$ cat src/rtl/inst_fetch_if.sv
// Instruction memory port between the fetch stage (master) and instruction memory (slave).
// The request is held until it is granted; read data returns later on rvalid.
interface inst_fetch_if #(
  parameter int ADDR_W = 32,
  parameter int DATA_W = 32
);
  logic              mem_req;
  logic [ADDR_W-1:0] mem_addr;
  logic              mem_gnt;
  logic              mem_rvalid;
  logic [DATA_W-1:0] mem_rdata;

  modport master (
    output mem_req,
    output mem_addr,
    input  mem_gnt,
    input  mem_rvalid,
    input  mem_rdata
  );

  modport slave (
    input  mem_req,
    input  mem_addr,
    output mem_gnt,
    output mem_rvalid,
    output mem_rdata
  );
endinterface

$ cat src/rtl/inst_fetch.sv
// Fetch stage: turns accepted PCs into single-outstanding memory reads and queues
// {pc, inst} pairs in a small FIFO towards IF/ID, with flush on redirect.
module inst_fetch #(
  parameter int ADDR_W = 32,
  parameter int DATA_W = 32,
  parameter int DEPTH  = 2
) (
  input  logic              clk,
  input  logic              rst,
  input  logic [ADDR_W-1:0] pc,
  input  logic              pc_ce,
  output logic              pc_stall,
  input  logic              flush,
  inst_fetch_if.master      mem,
  output logic              inst_valid,
  output logic [ADDR_W-1:0] inst_pc,
  output logic [DATA_W-1:0] inst,
  input  logic              id_ready
);

  localparam int PTR_W = (DEPTH > 1) ? $clog2(DEPTH) : 1;
  localparam int CNT_W = PTR_W + 1;

  typedef enum logic [1:0] {
    IDLE = 2'd0,
    REQ  = 2'd1,
    WAIT = 2'd2
  } state_t;

  state_t            state_reg, state_next;
  logic [CNT_W-1:0]  count_reg;
  logic [PTR_W-1:0]  wr_ptr_reg, rd_ptr_reg;
  logic              drop_reg;
  logic [ADDR_W-1:0] addr_reg;
  logic [ADDR_W-1:0] pc_fifo   [DEPTH];
  logic [DATA_W-1:0] inst_fifo [DEPTH];

  logic busy, space, accept, push, pop;

  // The in-flight fetch reserves a FIFO slot so its response can always be stored.
  assign busy  = (state_reg != IDLE);
  assign space = (count_reg + CNT_W'(busy)) < CNT_W'(DEPTH);

  assign inst_valid   = (count_reg != '0);
  assign inst_pc      = pc_fifo[rd_ptr_reg];
  assign inst         = inst_fifo[rd_ptr_reg];
  assign pop          = inst_valid && id_ready && !flush;
  assign mem.mem_addr = addr_reg;

  always_comb begin
    state_next  = state_reg;
    accept      = 1'b0;
    push        = 1'b0;
    pc_stall    = 1'b1;
    mem.mem_req = 1'b0;
    case (state_reg)
      IDLE: begin
        if (rst && pc_ce && space && !flush) begin
          accept     = 1'b1;
          pc_stall   = 1'b0;
          state_next = REQ;
        end
      end
      REQ: begin
        mem.mem_req = 1'b1;
        if (mem.mem_gnt) state_next = WAIT;
      end
      WAIT: begin
        if (mem.mem_rvalid) begin
          state_next = IDLE;
          push       = !drop_reg && !flush;
        end
      end
      default: state_next = IDLE;
    endcase
  end

  always_ff @(posedge clk or negedge rst) begin
    if (!rst) begin
      state_reg <= IDLE;
      addr_reg  <= '0;
      drop_reg  <= 1'b0;
    end else begin
      state_reg <= state_next;
      if (accept) addr_reg <= pc;
      // A response arriving always clears drop, so a flush on that same cycle leaves it at 0.
      if (state_reg == WAIT && mem.mem_rvalid) drop_reg <= 1'b0;
      else if (flush && busy)                  drop_reg <= 1'b1;
    end
  end

  always_ff @(posedge clk or negedge rst) begin
    if (!rst) begin
      count_reg  <= '0;
      wr_ptr_reg <= '0;
      rd_ptr_reg <= '0;
      for (int i = 0; i < DEPTH; i++) begin
        pc_fifo[i]   <= '0;
        inst_fifo[i] <= '0;
      end
    end else if (flush) begin
      count_reg  <= '0;
      rd_ptr_reg <= wr_ptr_reg;
    end else begin
      if (push) begin
        pc_fifo[wr_ptr_reg]   <= addr_reg;
        inst_fifo[wr_ptr_reg] <= mem.mem_rdata;
        wr_ptr_reg            <= wr_ptr_reg + PTR_W'(1);
      end
      if (pop) rd_ptr_reg <= rd_ptr_reg + PTR_W'(1);
      case ({push, pop})
        2'b10:   count_reg <= count_reg + CNT_W'(1);
        2'b01:   count_reg <= count_reg - CNT_W'(1);
        default: count_reg <= count_reg;
      endcase
    end
  end

endmodule

$ cat src/flat_wrapper.sv
// flat-port wrapper written by rule: the top's interface ports become plain ports
module inst_fetch_flat 
#(
  parameter int ADDR_W = 32,
  parameter int DATA_W = 32,
  parameter int DEPTH  = 2
)
  (clk, rst, pc, pc_ce, pc_stall, flush, inst_valid, inst_pc, inst, id_ready, mem_mem_req, mem_mem_addr, mem_mem_gnt, mem_mem_rvalid, mem_mem_rdata);
  inst_fetch_if #(.ADDR_W(ADDR_W), .DATA_W(DATA_W)) mem_i ();
  input  logic clk;
  input  logic rst;
  input  logic [ADDR_W-1:0] pc;
  input  logic pc_ce;
  output logic pc_stall;
  input  logic flush;
  output logic inst_valid;
  output logic [ADDR_W-1:0] inst_pc;
  output logic [DATA_W-1:0] inst;
  input  logic id_ready;
  output wire logic [$bits(mem_i.mem_req)-1:0] mem_mem_req;
  output wire logic [$bits(mem_i.mem_addr)-1:0] mem_mem_addr;
  input wire logic [$bits(mem_i.mem_gnt)-1:0] mem_mem_gnt;
  input wire logic [$bits(mem_i.mem_rvalid)-1:0] mem_mem_rvalid;
  input wire logic [$bits(mem_i.mem_rdata)-1:0] mem_mem_rdata;
  assign mem_mem_req = mem_i.mem_req;
  assign mem_mem_addr = mem_i.mem_addr;
  assign mem_i.mem_gnt = mem_mem_gnt;
  assign mem_i.mem_rvalid = mem_mem_rvalid;
  assign mem_i.mem_rdata = mem_mem_rdata;
  inst_fetch #(.ADDR_W(ADDR_W), .DATA_W(DATA_W), .DEPTH(DEPTH)) u_core (.clk(clk), .rst(rst), .pc(pc), .pc_ce(pc_ce), .pc_stall(pc_stall), .flush(flush), .mem(mem_i), .inst_valid(inst_valid), .inst_pc(inst_pc), .inst(inst), .id_ready(id_ready));
endmodule
$ cat config.mk
export PLATFORM = sky130hd
export DESIGN_NAME = inst_fetch_flat
export DESIGN_NICKNAME = d
export VERILOG_FILES = /design/src/rtl/inst_fetch_if.sv /design/src/rtl/inst_fetch.sv /design/src/flat_wrapper.sv
export SDC_FILE = /design/constraint.sdc
export NUM_CORES = 1
export LEC_CHECK = 0
export BUFFER_PORTS_ARGS = -buffer_cell sky130_fd_sc_hd__buf_2
export CORE_MARGIN = 3
export CORE_UTILIZATION = 25
export DETAILED_ROUTE_END_ITERATION = 16
export SYNTH_ARGS = -nofsm -noshare
export SYNTH_HDL_FRONTEND = slang
export SYNTH_SLANG_ARGS = --single-unit
$ cat constraint.sdc
create_clock -name clk -period 2.2 [get_ports clk]
set_clock_uncertainty 0.15 [all_clocks]
set_input_delay 0.44 -clock clk [delete_from_list [all_inputs] [get_ports clk]]
set_output_delay 0.44 -clock clk [all_outputs]
set_load 0.005 [all_outputs]
==> run_results.csv <==
group,metric,value,unit
power,ir_worst_vdd,0.554,mV
finish,final_net_count,701,
finish,post-route-cell-area,9580,um2
yosys,synthDominantCellAreaShare,56.2,%
setup_path,critPathArrivalTime,1.65,ns
setup_path,cp-end-kind,"output port",
global_route,grtUsageTotal,10.4,%
timing,fin_worst_hold_slack,0.0865,ns
yosys,yosys_reg_bits,167,
global_route,grt_max_degree,113,
clocking,cts_made_buffers,17,
routing,detail_route.drc_violations,0,
clocking,cts.sink_count,167,
yosys,cell_type_with_the_largest_total_area_after_synthesis,"dfrtp_1",
routing,post_drt_via_cell_ratio,4.18,
global_route,overflow_left_after_global_routing,0,
timing,finalWorstSetupSlack,-0.0400,ns
place,finalWeightedCongestion,0.669,
routing,initialDrtViolationCount,68,
routing,wl_met3,1.03,mm
clocking,clock_tree.root_cell,"clkbuf_16",
yosys,synth_seq_area_share,56.2,%
routing,ant_nets,0,
yosys,synth.net_count,517,
run,cap_violations,0,
yosys,synth_edf_count,0,
routing,met2_wirelength,7.92,mm
yosys,ys_warn_count,0,
clocking,cts-htree-levels,4,
setup_path,cp-start-kind,"flip-flop",
yosys,post_synth_instance_area,7440,um2
place,placement.cell_area,8660,um2
setup_path,cp.required,1.61,ns
power,power_per_cell_area,1210,nW/um2
place,port-buffer-count,169,
yosys,synthCells,446,
timing,rsz0062_at_grt,"true",
setup_path,timing.critical_path.fanout_max,6,
clocking,clockBufferDepth,2,
routing,drt-wirelength-per-cell,16.0,um
yosys,synthTopCellsByCount,"dfrtp_1 (167), mux2_2 (164), mux2_4 (60)",
routing,post_detailed_routing_wire_length,16.4,mm
floorplan,die_w,178,um
yosys,synthDistinctLibCells,34,
global_route,wire_length_of_the_first_global_routing_pass,25.6,mm
yosys,synth_flop_cell,"dfrtp_1",
yosys,synth.area.top_cells,"dfrtp_1 (56%), mux2_2 (25%), mux2_4 (12%)",
finish,area_grow_syn2layout,28.8,%
timing,max-slew-margin-rel,53.4,%
floorplan,io_pins,170,
routing,drt-met1-wl,7.21,mm
timing,period_minus_slack,2.24,ns
global_route,via_count_of_the_first_global_routing_pass,4657,
global_route,grt_antenna_before_repair,1,
clocking,path_clk_slew,0.08,ns
floorplan,die-height,178,um
timing,clock.fmax,446,MHz
power,cellLeakagePower,4.92,nW
floorplan,initial_core_util,25.6,%
floorplan,dieArea,31900,um2
timing,timing.final.hold_violations,0,
yosys,post_synth.cell_area_avg,16.7,um2
outcome,run_status,"finished with violations",
clocking,tritoncts_clock_tree,"done",
clocking,worstSkewPairLatency,0.43,ns
routing,detail_route.first_pass.iterations,4,
routing,detailroute.via_count,4295,
timing,tightestPinTransition,0.700,ns
power,post-layout-total-power,11.6,mW
timing,setup_viol,26,
routing,dr.max_layer_used,"met5",
setup_path,critical_path_class,"flip-flop to output port",
timing,drv_slew,0,
floorplan,core_area,29000,um2
floorplan,row_count,62,
place,detailed_place_hpwl,10.3,mm
yosys,proportion_of_register_bits_with_asynchronous_set_or_reset_after_synthesis,100,%
outcome,violations,"setup timing",
timing,post-route-period-util,102,%
finish,final_layout_size_suffix_gt1_share,70.3,%
finish,num_antenna_cells,0,
hold_path,hp-class,"primary input to flip-flop",
yosys,yosys.cell_count.top_type,"dfrtp_1",
-- layout by cell type (no fill, tap or decap), drive strengths merged, types with 2 or more instances in the layout --
master,n
buf,187
clkbuf,19
clkinv,5
clkinvlp,3
dfrtp,167
dlygate4sd3,2
inv,6
mux2,224
nand2,2
nor2,3
nor2b,2
nor3,2
nor4,2
o21ai,2
-- cell families after synthesis --
logic type,after synthesis,share of synthesized area (%)
xor+xnor,2,0.236
buf+inv,26,4.09
simple gates,20,1.88
flops,167,56.2
mux,224,36.9
compound gates,7,0.673
-- final timing paths --
check,cells after the start,start,to,slack [ns]
worst max-delay path,4,u_core.rd_ptr_reg,inst_pc[23],-0.04
worst min-delay path,2,pc[27],u_core.mem.mem_addr[27],0.09
worst max register to register,5,u_core.state_reg[0],u_core.inst_fifo[22],0.31
worst min register to register,1,u_core.pc_fifo[51],u_core.pc_fifo[51],0.35
max in group asynchronous,3,rst,u_core.rd_ptr_reg,0.75
min in group asynchronous,2,rst,u_core.pc_fifo[42],0.23
-- power by group --
part	internal, mW	leakage (nW)	switching, mW	total, mW
clock network	1.59	0.270	1.35	2.94
registers	4.12	2.17	0.648	4.76
logic	2.54	2.48	1.31	3.85
total	8.25	4.92	3.31	11.6
-- worst max-delay path, cell delays in order (launching register included) --
cell	delay, ns
dfrtp_2	0.46
buf_6	0.15
clkbuf_16	0.17
mux2_4	0.31
buf_6	0.12
-- layer usage --
layer,vias up,track usage [%]
li1,1977,-
met4,2,3.41
met5,-,0
met1,2192,12.8
met3,17,3.64
met2,107,17.1
-- repair_timing --
| item | 4_1_cts | 5_1_grt |
|---|---|---|
| gates resized for setup | 6 | 45 |
| hold buffers | 2 | 0 |
| cloned | 2 | 1 |
| hold endpoints to repair | 3 | 0 |
| pin swaps | 0 | 2 |
| setup endpoints to repair | 65 | 65 |
| setup buffers | 2 | 2 |
-- layout make-up --
cell class	count	area, um2
repair buffers	190	1280
well taps	384	480
inverters	1	3.75
clock inverters	14	143
fillers	2910	19400
flip-flops and latches	167	4180
multi-input cells	253	3060
clock buffers	18	429
-- metrics by stage --
stage	worst slack, ns	std cells	setup TNS (ns)	utilization (%)
floorplan	0.352	446	0	-
global placement	0.137	987	0	29.9
detailed placement	0.143	987	0	29.9
CTS	-0.0787	1025	-2.65	32.2
global route	-0.110	1027	-4.24	33.0
finish	-0.0400	1027	-0.307	33.0
Note: power is estimated with default switching activity, not from simulation.
